File: config.mk
export PLATFORM = sky130hd
export DESIGN_NAME = sdram_bist_engine
export DESIGN_NICKNAME = d
export VERILOG_FILES = /design/src/rtl/sdram_bist_engine.sv
export SDC_FILE = /design/constraint.sdc
export NUM_CORES = 1
export LEC_CHECK = 0
export BUFFER_PORTS_ARGS = -buffer_cell sky130_fd_sc_hd__buf_2
export CORE_MARGIN = 2
export CORE_UTILIZATION = 51
export DETAILED_ROUTE_END_ITERATION = 7
export PLACE_DENSITY = 0.8
export SKIP_CTS_REPAIR_TIMING = 1
export SLEW_MARGIN = 0
export SYNTH_ARGS = -nofsm -noshare
export SYNTH_HDL_FRONTEND = slang
export SYNTH_SLANG_ARGS = --single-unit
File: constraint.sdc
create_clock -name clk -period 7.6 [get_ports clk]
set_input_delay 1.52 -clock clk [delete_from_list [all_inputs] [get_ports clk]]
set_output_delay 1.52 -clock clk [all_outputs]
set_load 0.02 [all_outputs]
File: src/rtl/sdram_bist_engine.sv
// Self-test traffic generator for the sdram_controller SoC port: writes a pattern over an
// address window, reads it back, compares, and reports pass/fail, error count and first error.
module sdram_bist_engine #(
    parameter int                    ADDR_WIDTH     = 23,
    parameter logic [ADDR_WIDTH-1:0] START_ADDR     = '0,
    parameter int                    NUM_WORDS      = 1024,
    parameter int                    TIMEOUT_CYCLES = 4096,
    parameter logic [31:0]           LFSR_SEED      = 32'hACE1
) (
    input  logic                  clk,
    input  logic                  reset_pin,
    input  logic                  start_pin,
    input  logic [1:0]            pattern_sel_pin,
    output logic                  busy_pin,
    output logic                  done_pin,
    output logic                  pass_pin,
    output logic                  timeout_pin,
    output logic [15:0]           error_count_pin,
    output logic [ADDR_WIDTH-1:0] first_err_addr_pin,
    output logic [31:0]           first_err_data_pin,
    input  logic                  ctrl_busy_pin,
    input  logic                  ctrl_ready_pin,
    output logic [ADDR_WIDTH-1:0] ctrl_addr_pin,
    output logic [31:0]           ctrl_wr_data_pin,
    output logic [3:0]            ctrl_wr_mask_pin,
    output logic                  ctrl_wr_en_pin,
    output logic                  ctrl_rd_en_pin,
    input  logic [31:0]           ctrl_rd_data_pin
);
    localparam int              IW       = (NUM_WORDS > 1) ? $clog2(NUM_WORDS) : 1;
    localparam int              TW       = $clog2(TIMEOUT_CYCLES) + 1;
    localparam logic [IW-1:0]   LAST_IDX = IW'(NUM_WORDS - 1);
    localparam logic [TW-1:0]   TMO_LAST = TW'(TIMEOUT_CYCLES - 1);

    typedef enum logic [2:0] {
        S_IDLE, S_WAIT_INIT, S_WR_ISSUE, S_WR_WAIT_HI,
        S_WR_WAIT_LO, S_RD_ISSUE, S_RD_WAIT, S_DONE
    } state_t;

    // Galois form of x^32+x^22+x^2+x+1, shifting right.
    function automatic logic [31:0] f_lfsr_step(input logic [31:0] s);
        return (s >> 1) ^ (s[0] ? 32'h8020_0003 : 32'h0000_0000);
    endfunction

    function automatic logic [31:0] f_pattern(input logic [1:0] mode, input logic [ADDR_WIDTH-1:0] addr,
                                              input logic [4:0] bitpos, input logic [31:0] lfsr);
        case (mode)
            2'd0:    return 32'(addr);
            2'd1:    return lfsr;
            2'd2:    return 32'h0000_0001 << bitpos;
            2'd3:    return ~(32'(addr));
            default: return 32'(addr);
        endcase
    endfunction

    state_t                r_state;
    logic [1:0]            r_mode;
    logic [IW-1:0]         r_idx;
    logic [4:0]            r_bit;
    logic [ADDR_WIDTH-1:0] r_addr_cur;
    logic [31:0]           r_lfsr;
    logic [TW-1:0]         r_tmo_cnt;
    logic                  r_err_seen;
    logic                  r_busy, r_done, r_pass, r_timeout;
    logic [15:0]           r_err_cnt;
    logic [ADDR_WIDTH-1:0] r_first_addr, r_ctrl_addr;
    logic [31:0]           r_first_data, r_wr_data;
    logic                  r_wr_en, r_rd_en;

    logic [31:0] w_pattern;
    logic        w_last, w_mismatch, w_wait_met, w_abort;

    assign w_pattern  = f_pattern(r_mode, r_addr_cur, r_bit, r_lfsr);
    assign w_last     = (r_idx == LAST_IDX);
    assign w_mismatch = (ctrl_rd_data_pin != w_pattern);

    // Handshake condition each state is waiting on; meeting it always changes state.
    always_comb begin
        w_wait_met = 1'b1;
        case (r_state)
            S_WAIT_INIT, S_WR_ISSUE, S_WR_WAIT_LO, S_RD_ISSUE: w_wait_met = !ctrl_busy_pin;
            S_WR_WAIT_HI: w_wait_met = ctrl_busy_pin;
            S_RD_WAIT:    w_wait_met = ctrl_ready_pin;
            default:      w_wait_met = 1'b1;
        endcase
    end

    assign w_abort = (r_state != S_IDLE) && (r_state != S_DONE) && !w_wait_met && (r_tmo_cnt == TMO_LAST);

    // Main sequencer: command issue, read compare, status capture.
    always_ff @(posedge clk or posedge reset_pin) begin
        if (reset_pin) begin
            r_state      <= S_IDLE;
            r_mode       <= 2'd0;
            r_idx        <= '0;
            r_bit        <= 5'd0;
            r_addr_cur   <= '0;
            r_lfsr       <= LFSR_SEED;
            r_tmo_cnt    <= '0;
            r_err_seen   <= 1'b0;
            r_busy       <= 1'b0;
            r_done       <= 1'b0;
            r_pass       <= 1'b0;
            r_timeout    <= 1'b0;
            r_err_cnt    <= 16'd0;
            r_first_addr <= '0;
            r_first_data <= 32'd0;
            r_ctrl_addr  <= '0;
            r_wr_data    <= 32'd0;
            r_wr_en      <= 1'b0;
            r_rd_en      <= 1'b0;
        end else begin
            r_wr_en   <= 1'b0;
            r_rd_en   <= 1'b0;
            r_done    <= 1'b0;
            r_tmo_cnt <= (r_state == S_IDLE || w_wait_met) ? '0 : r_tmo_cnt + TW'(1);
            if (w_abort) begin
                r_timeout <= 1'b1;
                r_pass    <= 1'b0;
                r_done    <= 1'b1;
                r_tmo_cnt <= '0;
                r_state   <= S_DONE;
            end else begin
                case (r_state)
                    S_IDLE: begin
                        if (start_pin) begin
                            r_mode       <= pattern_sel_pin;
                            r_busy       <= 1'b1;
                            r_err_cnt    <= 16'd0;
                            r_err_seen   <= 1'b0;
                            r_first_addr <= '0;
                            r_first_data <= 32'd0;
                            r_timeout    <= 1'b0;
                            r_pass       <= 1'b0;
                            r_idx        <= '0;
                            r_bit        <= 5'd0;
                            r_addr_cur   <= START_ADDR;
                            r_lfsr       <= LFSR_SEED;
                            r_state      <= S_WAIT_INIT;
                        end
                    end
                    S_WAIT_INIT: if (w_wait_met) r_state <= S_WR_ISSUE;
                    S_WR_ISSUE: begin
                        if (w_wait_met) begin
                            r_wr_en     <= 1'b1;
                            r_ctrl_addr <= r_addr_cur;
                            r_wr_data   <= w_pattern;
                            r_state     <= S_WR_WAIT_HI;
                        end
                    end
                    S_WR_WAIT_HI: if (w_wait_met) r_state <= S_WR_WAIT_LO;
                    S_WR_WAIT_LO: begin
                        if (w_wait_met) begin
                            if (w_last) begin
                                // Read phase replays the same sequence from the beginning.
                                r_idx      <= '0;
                                r_bit      <= 5'd0;
                                r_addr_cur <= START_ADDR;
                                r_lfsr     <= LFSR_SEED;
                                r_state    <= S_RD_ISSUE;
                            end else begin
                                r_idx      <= r_idx + IW'(1);
                                r_bit      <= r_bit + 5'd1;
                                r_addr_cur <= r_addr_cur + ADDR_WIDTH'(1);
                                r_lfsr     <= f_lfsr_step(r_lfsr);
                                r_state    <= S_WR_ISSUE;
                            end
                        end
                    end
                    S_RD_ISSUE: begin
                        if (w_wait_met) begin
                            r_rd_en     <= 1'b1;
                            r_ctrl_addr <= r_addr_cur;
                            r_state     <= S_RD_WAIT;
                        end
                    end
                    S_RD_WAIT: begin
                        if (w_wait_met) begin
                            if (w_mismatch) begin
                                if (r_err_cnt != 16'hFFFF) r_err_cnt <= r_err_cnt + 16'd1;
                                if (!r_err_seen) begin
                                    r_err_seen   <= 1'b1;
                                    r_first_addr <= r_addr_cur;
                                    r_first_data <= ctrl_rd_data_pin;
                                end
                            end
                            if (w_last) begin
                                r_done  <= 1'b1;
                                r_pass  <= (r_err_cnt == 16'd0) && !w_mismatch;
                                r_state <= S_DONE;
                            end else begin
                                r_idx      <= r_idx + IW'(1);
                                r_bit      <= r_bit + 5'd1;
                                r_addr_cur <= r_addr_cur + ADDR_WIDTH'(1);
                                r_lfsr     <= f_lfsr_step(r_lfsr);
                                r_state    <= S_RD_ISSUE;
                            end
                        end
                    end
                    S_DONE: begin
                        r_busy  <= 1'b0;
                        r_state <= S_IDLE;
                    end
                    default: r_state <= S_IDLE;
                endcase
            end
        end
    end

    assign busy_pin           = r_busy;
    assign done_pin           = r_done;
    assign pass_pin           = r_pass;
    assign timeout_pin        = r_timeout;
    assign error_count_pin    = r_err_cnt;
    assign first_err_addr_pin = r_first_addr;
    assign first_err_data_pin = r_first_data;
    assign ctrl_addr_pin      = r_ctrl_addr;
    assign ctrl_wr_data_pin   = r_wr_data;
    assign ctrl_wr_mask_pin   = 4'b0000;
    assign ctrl_wr_en_pin     = r_wr_en;
    assign ctrl_rd_en_pin     = r_rd_en;

endmodule

==> results.yml, run 1 <==
route:
  firstDrtPassIters: 5
  vias: 8857
  avgRoutedWirePerCell_um: 18.5
  wl_met3_um: 2120
  drc: 0
  ant_nets: 0
  drtIter0Drc: 723
  top_layer: "met4"
  wl_met2_um: 12700
  wl_met1_um: 12100
  totalWireLength_um: 27600
  via_per_inst: 5.96
critical_path:
  path_cells: "buf_4 > or4b_1 > o32ai_1 > xor2_1 > a2111oi_2 > nand4_2 > o31ai_4 > o31a_2 > a22o_1"
  critical_path_arrival_ns: 4.66
  cp.required_ns: 8.05
  cp-endpoint: "first_err_addr_pin[20]"
  worstSetupEndpointType: "flip-flop"
  rr_worst_depth: 9
  cp-startpoint: "r_mode[1]"
  r2r_end: "first_err_addr_pin[20]"
  crit_slowest_cell: "o31a_2"
  crit_type: "reg2reg"
  reg2reg_slack_ns: 3.38
  max_stage_delay_ns: 1.01
  crit_path_max_fanout: 62
  reg2reg_from: "r_mode[1]"
  start_kind: "flip-flop"
synthesis:
  synth_ff_type: "dfrtp_1"
  synth-edff-count: 0
  syn_area_mm2: 0.0109
  ys_seq_area_share_pct: 51.0
  async_reset_ff_share_pct: 100
  synth_top_area_cell: "dfrtp_1"
  synth.top_cell.area_share_pct: 49.0
  syn_avg_cell_area_um2: 10.2
  yosysWarnings: 0
  synth_commonest_cells: "213 x dfrtp_1, 115 x nand2_1, 96 x nor2_1, 75 x o21ai_0, 55 x a22o_1"
  synth_most_common_cell: "dfrtp_1"
  synth_cell_types: 79
  ys_ff_latch: 221
  yosys-top-cells-area: "dfrtp_1 49%, mux2_2 4.6%, a22o_1 4.4%"
  synthCells: 1061
clock_tree:
  cts_root_buffer: "clkbuf_16"
  htree_levels: 1
  clk_path_buf_depth: 3
  cts_buffers: 23
  cts_tree: "built"
  clk_pin_slew_ns: 0.06
  clk_latency_ns: 0.52
  cts.sinks: 221
sta:
  tns_ns: 0
  max_freq_mhz: 237
  slew_viol_final: 0
  finalSetupViolations: 0
  max_slew_margin_pct: 19.2
  min_period_over_period_pct: 55.5
  fin_ws_ns: 3.38
  whs_ns: 0.471
  period_minus_slack_ns: 4.22
  hold_viol_final: 0
  fin_worst_skew_ns: 0.0128
  rsz0062_at_grt: "no"
  tightest_slew_ns: 1.21
power:
  power_density_mw_per_mm2: 362
  vdd_ir_drop_max_mv: 0.171
  p_leak_nw: 6.09
grt:
  grt_start_max_net_pins: 120
  grt_pass1_wl_um: 44200
  grtUsageTotal_pct: 24.6
  antenna_found_initial: 1
  gr-total-overflow: 0
  grt_pass1_vias: 8438
cells_and_area:
  drive_above_1_share_pct: 24.1
  fin_util_pct: 59.9
  fin_area_mm2: 0.0125
  area_growth_pct: 15.5
  nets: 1245
floorplan:
  core_mm2: 0.0210
  num_rows: 53
  initial_utilization_pct: 51.9
  die_h_um: 150
  ioPinCount: 175
  die_area_mm2: 0.0225
  die_w_um: 150
status:
  status: "finished clean"
place:
  io_buffers: 170
  gp_congestion: 0.851
  dpl.hpwl_um: 18700
  dp_slack_ns: 3.20
  placed_cell_area_mm2: 0.0118
run:
  maxCapViolCount: 0
min_path:
  hold_start: "timeout_pin"
  worstHoldPathType: "reg2reg"
[where the power goes]
part	internal, mW	switching, mW	leakage, nW
registers	1.45	0.212	2.97
logic	0.628	1.13	2.75
clock network	0.665	0.460	0.368
total	2.74	1.81	6.09
[logic make-up (layout without fill, tap and decap cells)]
logic type	Yosys count	count (layout)	synth area share [%]
compound gates	247	247	16.6
fa+ha+maj	11	11	1.27
other cells	1	5	0.0345
simple gates	389	389	17.6
xor+xnor	53	53	4.27
buf+inv	88	235	3.96
flops	221	221	51.0
mux	51	51	5.20
[state kept, by name, summed over array words and instances (netlist names), 10 cells and up]
signal              count
first_err_data_pin     32
ctrl_addr_pin          23
error_count_pin        16
r_tmo_cnt              13
r_idx                  10
first_err_addr_pin     23
ctrl_wr_data_pin       32
r_addr_cur             23
r_lfsr                 32
[worst min-delay path by stage]
stage | slack [ns] | depth (start not counted) | to
final | 0.47 | 2 | timeout_pin
after global routing | 0.51 | 1 | ctrl_wr_data_pin[26]
after CTS | 0.48 | 2 | timeout_pin
after detailed placement | 0.46 | 2 | timeout_pin
after global placement | 0.46 | 2 | timeout_pin
after floorplan | 0.45 | 1 | r_tmo_cnt[0]
[critical path, delay by kind of cell, from the launching register on]
kind | cells | cell delay (ns)
compound gates | 5 | 2.31
xor+xnor | 1 | 0.17
simple gates | 2 | 0.84
buf+inv | 1 | 0.45
flops | 1 | 0.33
[per-layer routing]
metal / GRT usage, % / vias to the layer above
li1: - / 4065
met5: 0 / -
met4: 7.22 / 0
met2: 38.6 / 359
met1: 35.7 / 4376
met3: 3.51 / 57
[area by class of cell]
type | instances | area (um^2)
diodes | 1 | 2.50
clock buffers | 33 | 653
clock inverters | 8 | 96.3
fillers | 1765 | 8410
inverters | 16 | 67.6
multi-input cells | 755 | 4930
flip-flops and latches | 221 | 5540
well taps | 275 | 344
repair buffers | 178 | 911
[placed cells by master, fill, tap and decap left out, drive strengths merged, types with 4 or more instances in the layout]
cell type  Yosys  layout
inv           16      17
nor3          19      19
nor2          96      96
dfrtp        213     213
xor2          36      36
a21bo          4       4
nand3         37      37
and2          19      19
nor4           6       6
nand4          9       9
mux2i          7       7
a31oi         12      12
nor2b          6       6
nand2        115     115
o21ai         77      77
dfstp          8       8
o221a          5       5
mux2          44      44
nand2b        11      11
clkbuf        41      33
clkinv         0       4
or2            5       5
a211oi         4       4
ha            11      11
and3          30      30
a22o          55      55
a21oi         24      24
o31ai          7       7
or3            5       5
o41ai          4       4
o21a           6       6
o32ai         13      13
xnor2         17      17
buf           31     178
nor3b         17      17
conb           1       4
[metrics by stage]
step | cells | total power, mW
after CTS | 1486 | 4.56
after global routing | 1487 | 4.79
final | 1487 | 4.55
after detailed placement | 1445 | 3.42
after floorplan | 1064 | 2.94
after global placement | 1445 | 3.38
Note: power is estimated with default switching activity, not from simulation.
==> run 2: changes to the inputs <==
CORE_UTILIZATION = 55   (was 51)
PLACE_DENSITY = 0.82   (was 0.8)
clock period = 4.33 ns   (was 7.6 ns; I/O delays follow)
==> results.yml, run 2 (synthesis results as in run 1) <==
critical_path:
  crit_slowest_cell: "dfrtp_1"
  path_cells: "buf_4 > nor3b_1 > o32ai_1 > xnor2_1 > and4_1 > nand4_1 > o31ai_4 > o31a_2 > buf_4 > a22o_1"
  crit_path_max_fanout: 55
  cp.required_ns: 4.77
  critical_path_arrival_ns: 4.45
  crit_top_cell: "buf_4"
  crit_type: "reg2reg"
  start_kind: "flip-flop"
  worstSetupEndpointType: "flip-flop"
  max_stage_delay_ns: 0.95
sta:
  period_minus_slack_ns: 4.01
  max_slew_margin_pct: 32.5
  hold_viol_final: 0
  tightest_slew_ns: 1.01
  slew_viol_final: 0
  min_period_over_period_pct: 92.5
  finalSetupViolations: 0
  rsz0062_at_grt: "no"
  fin_worst_skew_ns: 0.0123
  tns_ns: 0
  max_freq_mhz: 250
floorplan:
  core_mm2: 0.0194
  num_rows: 51
  ioPinCount: 175
  die_w_um: 145
  die_h_um: 145
  initial_utilization_pct: 56.0
  die_area_mm2: 0.0209
route:
  ant_nets: 0
  drc: 0
  via_per_inst: 5.96
  drtIter0Drc: 688
  vias: 8868
  totalWireLength_um: 28300
  firstDrtPassIters: 5
  avgRoutedWirePerCell_um: 19.0
power:
  vdd_ir_drop_max_mv: 0.361
  p_total_mw: 8.14
  power_density_mw_per_mm2: 641
  p_leak_nw: 6.18
clock_tree:
  cts_root_buffer: "clkbuf_16"
  clk_pin_slew_ns: 0.06
  cts.sinks: 221
  htree_levels: 1
  clk_latency_ns: 0.52
  cts_tree: "built"
  clk_path_buf_depth: 3
  cts_buffers: 24
cells_and_area:
  drive_above_1_share_pct: 25.0
  nets: 1259
  n_fill_cell: 1566
  diodes: 0
  final_cell_mix: "212 x dfrtp_1, 170 x buf_2, 115 x nand2_1, 94 x nor2_1, 75 x o21ai_0"
  mostFrequentLayoutCell: "dfrtp_1"
  area_growth_pct: 16.8
run:
  maxCapViolCount: 0
grt:
  grtUsageTotal_pct: 26.8
  gr-total-overflow: 0
  grt_pass1_vias: 8393
  grt_pass1_wl_um: 44000
  antenna_found_initial: 0
  grt_start_max_net_pins: 87
place:
  io_buffers: 170
  gp_congestion: 0.920
  dpl.hpwl_um: 19500
min_path:
  worstHoldPathType: "reg2reg"
status:
  status: "finished clean"
==> run 2: changes by cell type in the layout (fill, tap and decap cells not counted), moves of 2 or more <==
cell	before	now
clkbuf_16	23	25
buf_12	0	3
buf_4	8	18
clkbuf_1	6	4
==> run 2: critical path, delay by kind of cell (launching register included) <==
family | cells | cell delay (ns)
buf+inv | 2 | 0.80
flops | 1 | 0.95
xor+xnor | 1 | 0.27
simple gates | 3 | 0.60
compound gates | 4 | 1.23
==> run 2: worst paths after layout <==
check / start / endpoint / slack [ns] / depth (start not counted)
setup / recovery: r_mode[1] / first_err_addr_pin[7] / 0.32 / 10
hold / removal: timeout_pin / timeout_pin / 0.48 / 2
setup reg to reg: r_mode[1] / first_err_addr_pin[7] / 0.32 / 10
hold reg to reg: timeout_pin / timeout_pin / 0.48 / 2
max in group asynchronous: reset_pin / error_count_pin[1] / 2.68 / 3
min in group asynchronous: reset_pin / ctrl_addr_pin[0] / 0.58 / 2
==> run 2: per-stage QoR <==
| stage | std cells | hold WS [ns] | utilization [%] | worst slack, ns | area, um^2 |
|---|---|---|---|---|---|
| after floorplan | 1064 | 0.455 | - | 0.588 | 10900 |
| after global placement | 1448 | 0.456 | 61.4 | 0.479 | 11900 |
| after detailed placement | 1448 | 0.476 | 61.4 | 0.415 | 11900 |
| after CTS | 1488 | 0.490 | 65.4 | 0.390 | 12700 |
| after global routing | 1488 | 0.510 | 65.5 | 0.0635 | 12700 |
| final | 1488 | 0.482 | 65.5 | 0.324 | 12700 |
==> run 2: area by class of cell <==
type / instances / area, um^2 / share of cell area (%)
flip-flops and latches: 221 / 5540 / 43.6
clock buffers: 33 / 696 / 5.48
inverters: 16 / 63.8 / 0.503
clock inverters: 7 / 91.3 / 0.719
repair buffers: 191 / 1050 / 8.24
multi-input cells: 755 / 4930 / 38.8
well taps: 265 / 332 / 2.61
==> run 2: per-layer routing <==
metal	up-vias	GRT usage [%]	share of wire (%)
met5	-	0	0
met2	353	43.9	47
met3	55	4.47	6.9
met1	4377	37.3	44
met4	0	7.20	2.1
li1	4083	-	-
==> run 2: power breakdown <==
| group | internal (mW) | switching (mW) |
|---|---|---|
| clock network | 1.24 | 0.823 |
| registers | 2.54 | 0.468 |
| logic | 1.16 | 1.91 |
| total | 4.94 | 3.20 |
